<file path="config.mk">
export PLATFORM = sky130hd
export DESIGN_NAME = imem_loader
export DESIGN_NICKNAME = d
export VERILOG_FILES = /design/src/rtl/imem_loader.sv
export SDC_FILE = /design/constraint.sdc
export NUM_CORES = 1
export LEC_CHECK = 0
export BUFFER_PORTS_ARGS = -buffer_cell sky130_fd_sc_hd__buf_4
export CAP_MARGIN = 20
export CORE_MARGIN = 2
export CORE_UTILIZATION = 49
export CTS_CLUSTER_DIAMETER = 120
export CTS_CLUSTER_SIZE = 28
export DETAILED_ROUTE_END_ITERATION = 16
export PLACE_DENSITY = 0.73
export SLEW_MARGIN = 20
export SYNTH_ARGS = -nofsm -noshare
export SYNTH_HDL_FRONTEND = slang
export SYNTH_SLANG_ARGS = --single-unit
</file>
<file path="constraint.sdc">
create_clock -name clk -period 1.7 [get_ports clk]
set_input_delay 0.085 -clock clk [delete_from_list [all_inputs] [get_ports clk]]
set_output_delay 0.085 -clock clk [all_outputs]
set_load 0.005 [all_outputs]
</file>
<file path="src/rtl/imem_loader.sv">
// imem_loader: byte-stream to instruction-memory word writer; optional checksum byte when IMEM_LOADER_CHECKSUM_EN is defined
module imem_loader #(
  parameter int ADDR_W = 6,
  parameter int DEPTH = 64
) (
  input  logic              clk,
  input  logic              reset,
  input  logic              start,
  input  logic              in_valid,
  input  logic [7:0]        in_data,
  output logic              in_ready,
  output logic              mem_we,
  output logic [ADDR_W-1:0] mem_wa,
  output logic [31:0]       mem_wd,
  output logic              busy,
  output logic              done,
  output logic              err,
  output logic [ADDR_W:0]   words_loaded
);
  typedef enum logic [2:0] {IDLE, COUNT, DATA, WRITE, CHECK, DONE, ERR} state_t;
  state_t state, nxt;
  logic [ADDR_W:0] n;
  logic [1:0] bc;
  logic [23:0] sh;
  logic take, go, last;
  assign take = in_valid && in_ready;
  assign go = start && (state == IDLE || state == DONE || state == ERR);
  assign last = (words_loaded + 1'b1) == n;
`ifdef IMEM_LOADER_CHECKSUM_EN
  logic [7:0] cs;
  // running XOR of this load's data bytes, cleared when a load begins
  always_ff @(posedge clk)
    if (reset || go) cs <= '0;
    else if (state == DATA && take) cs <= cs ^ in_data;
`endif
  // state register
  always_ff @(posedge clk)
    state <= reset ? IDLE : nxt;
  // next-state logic
  always_comb begin
    nxt = state;
    case (state)
      IDLE, DONE, ERR: if (start) nxt = COUNT;
      COUNT: if (take) nxt = in_data == 8'd0 ? DONE : 32'(in_data) > DEPTH ? ERR : DATA;
      DATA: if (take && bc == 2'd3) nxt = WRITE;
`ifdef IMEM_LOADER_CHECKSUM_EN
      WRITE: nxt = last ? CHECK : DATA;
      CHECK: if (take) nxt = in_data == cs ? DONE : ERR;
`else
      WRITE: nxt = last ? DONE : DATA;
`endif
      default: nxt = IDLE;
    endcase
  end
  // outputs decoded from state
  always_comb begin
    in_ready = state == COUNT || state == DATA || state == CHECK;
    mem_we = state == WRITE;
    busy = state == COUNT || state == DATA || state == WRITE || state == CHECK;
    done = state == DONE;
    err = state == ERR;
  end
  // word assembly, write port registers and load progress; the write index is words_loaded
  always_ff @(posedge clk) begin
    if (reset) begin
      n <= '0;
      bc <= '0;
      sh <= '0;
      mem_wa <= '0;
      mem_wd <= '0;
      words_loaded <= '0;
    end else begin
      if (go) begin
        words_loaded <= '0;
        bc <= '0;
      end
      if (state == COUNT && take) n <= (ADDR_W+1)'(in_data);
      if (state == DATA && take) begin
        bc <= bc + 2'd1;
        sh <= {sh[15:0], in_data};
        if (bc == 2'd3) begin
          mem_wd <= {sh, in_data};
          mem_wa <= words_loaded[ADDR_W-1:0];
        end
      end
      if (state == WRITE) words_loaded <= words_loaded + 1'b1;
    end
  end
endmodule
</file>
==> flow_metrics.env <==
export IMPL_run_status="complete, no violations"
export IMPL_grt_ovfl_total=0
export IMPL_synthArstFlopShare_pct=0
export IMPL_synthFlopType="dfxtp_1"
export IMPL_rows=30
export IMPL_gp_congestion=0.9023
export IMPL_max_freq_ghz=0.6139
export IMPL_nets=499
export IMPL_slew_violations=0
export IMPL_coreArea_um2=6681
export IMPL_multi_input_area_um2=1602
export IMPL_ir_worst_vdd_mv=0.8077
export IMPL_route_detailed_drc=0
export IMPL_reg2reg_from="words_loaded[0]"
export IMPL_crit_buf_inv=0
export IMPL_grt_max_degree=43
export IMPL_syn_area_per_cell_um2=8.014
export IMPL_seq_area_um2=1627
export IMPL_cts_setup_buffers=0
export IMPL_cts_root_buf="clkbuf_8"
export IMPL_synth_area_leaders="dfxtp_1 49%, nand2_1 15%, a21oi_1 11%"
export IMPL_mostFrequentLayoutCells="137 x nand2_1, 82 x buf_4, 77 x dfxtp_1"
export IMPL_period_share_pct=95.82
export IMPL_syn_area_um2=3326
export IMPL_htreeDepth=3
export IMPL_crit_path_end_kind="register"
export IMPL_area_growth_pct=28.10
export IMPL_min_path_cells=3
export IMPL_ant_nets=0
export IMPL_ys_warn_count=0
export IMPL_tightest_slew_ns=0.4407
export IMPL_insertion_delay_ns=0.35
export IMPL_r2r_end="state[0]"
export IMPL_yosys_register_bits=81
export IMPL_io_buffers=61
export IMPL_setup_violations_final=0
export IMPL_syn_nets=429
export IMPL_crit_type="reg2reg"
export IMPL_hp_start="in_data[7]"
export IMPL_dpl_cell_count=553
export IMPL_clkTransAtPathRegs_ns=0.08
export IMPL_n_antenna_cell=0
export IMPL_clock_sinks=81
export IMPL_synth_edf_count=0
export IMPL_post_dp_cell_area_um2=3963
export IMPL_syn_inst=415
export IMPL_fp_dieH_um=86.39
export IMPL_slowest_stage="dfxtp_2"
export IMPL_vias_per_cell=5.346
export IMPL_fin_hold_ws_ns=0.01175
export IMPL_antenna_found_initial=0
export IMPL_required_ns=1.97
export IMPL_rrSetupSlack_ns=0.07
export IMPL_relSlewSlack_pct=69.86
export IMPL_grt_pass1_wl_um=12880
export IMPL_synth_largest_area_cell="dfxtp_1"
export IMPL_grt_usage_pct=21.73
export IMPL_grt_pass1_vias=2760
export IMPL_layout_commonest_cell="nand2_1"
export IMPL_path_cells="ha_2 -> xor2_1 -> a2111oi_4 -> nand4_1 -> a211oi_2"
export IMPL_cts_made_buffers=9
export IMPL_hold_violations=0
export IMPL_cp_data_arrival_time_ns=1.90
export IMPL_fin_skew_ns=0.008140
export IMPL_hpwl_um=5449
export IMPL_fin_area_um2=4260
export IMPL_die_area_um2=7462
export IMPL_maxCapViolCount=0
export IMPL_drive_gt1_share_pct=24.54
export IMPL_power_leakage_uw=0.001642
export IMPL_cp_max_fo=4
export IMPL_wl_per_cell_um=14.00
export IMPL_finalWirelength_um=7964
export IMPL_fill_cells=572
export IMPL_yosysSeqAreaShare_pct=48.76
export IMPL_start_util_pct=49.78
export IMPL_cpLargestDelayFamily="compound AO/OA/AOI/OAI gates"
export IMPL_worst_setup_path_start_kind="register"
export IMPL_power_density_nw_per_um2=1093
export IMPL_period_needed_ns=1.629
export IMPL_io_pins=62
export IMPL_clockBufferDepth=2
export IMPL_cts_tree="yes"
export IMPL_drtPass1Iterations=4
export IMPL_grt_setup_unrepaired="yes"
export IMPL_drt_iter0_drc=160
export IMPL_hold_end="mem_wd[7]"
export IMPL_max_stage_delay_ns=0.36
export IMPL_die_x_um=86.39
export IMPL_yosysTopAreaCellShare_pct=48.76
export IMPL_synth_distinct_cells=41
export IMPL_route_vias_total=3042
export IMPL_stdcell_count=569
export IMPL_hold_path_class="in2reg"
export IMPL_worst_r2r_cell_count=5
==> flip-flops by register name, summed over array words and instances, names as in the netlist <==
name	flops
mem_wd	32
mem_wa	6
n	7
bc	2
sh	24
words_loaded	7
state	3
==> logic make-up after synthesis <==
group                    count (synthesis)  synth area share (%)
multiplexers                             8                 2.446
AO/OA/AOI/OAI                           95                 16.40
AND/OR/NAND/NOR                        186                 23.89
buffers and inverters                   31                 4.364
flip-flops                              81                 48.76
adder cells (fa/ha/maj)                  2                0.7523
XOR/XNOR                                12                 3.386
==> repair_timing <==
action                     in CTS  in global routing
hold buffers                    2                  0
pin swaps                       0                  7
resized for setup               1                 12
hold endpoints to repair        2                  0
setup endpoints to repair       2                 23
==> worst max-delay path by stage <==
stage                         start              end  slack (ns)  cells past startpoint
CTS                 words_loaded[0]         state[2]       0.006                      6
finish              words_loaded[0]         state[0]        0.07                      5
detailed placement  words_loaded[0]         state[2]        0.02                      6
global placement           state[0]  words_loaded[6]        0.07                      5
floorplan           words_loaded[1]         state[2]        0.01                      6
global route        words_loaded[0]         state[2]       -0.01                      5
==> power by group <==
| part | internal (µW) | total (µW) | switching [µW] |
|---|---|---|---|
| logic | 388 | 901 | 513 |
| clock network | 977 | 1680 | 703 |
| registers | 1980 | 2070 | 99.0 |
| total | 3340 | 4660 | 1320 |
==> worst min-delay path, delay by kind of cell <==
family	cells	cell delay (ns)
AO/OA/AOI/OAI	1	0.05
AND/OR/NAND/NOR	1	0.06
buffers and inverters	1	0.13
==> routing by layer <==
layer  GRT usage, %  wire length [µm]
met1          28.42              3453
met2          35.38              3880
met3          5.524               492
met4          6.818               138
met5              0                 0
==> per-stage QoR <==
| step | total power [µW] | TNS [ns] | utilization [%] | setup WS [ns] |
|---|---|---|---|---|
| after global routing | 4856 | -0.01838 | 63.76 | -0.01030 |
| final | 4656 | 0 | 63.76 | 0.07100 |
| after floorplan | 2652 | 0 | - | 0.01216 |
| after CTS | 4658 | 0 | 63.18 | 0.006187 |
| after global placement | 2953 | 0 | 59.31 | 0.07345 |
| after detailed placement | 2976 | 0 | 59.31 | 0.02087 |
==> synth_stat cells, types with 2 or more instances <==
master	count
a21oi_1	74
a311oi_1	4
a31oi_1	2
and2_1	3
and3_1	2
buf_2	8
buf_4	5
clkbuf_1	14
dfxtp_1	81
ha_1	2
inv_1	4
mux2i_1	7
nand2_1	137
nand2b_1	2
nand3_1	7
nor2_1	21
nor3_1	4
o21ai_0	6
xnor2_1	7
xor2_1	4
==> final cells by class <==
type / instances / area share [%]
clock buffers: 9 / 2.907
multi-input cells: 303 / 37.59
well taps: 80 / 2.349
inverters: 4 / 0.3524
clock inverters: 6 / 2.702
flip-flops and latches: 81 / 38.18
repair buffers: 86 / 15.92
(Power assumes the default switching activity.)
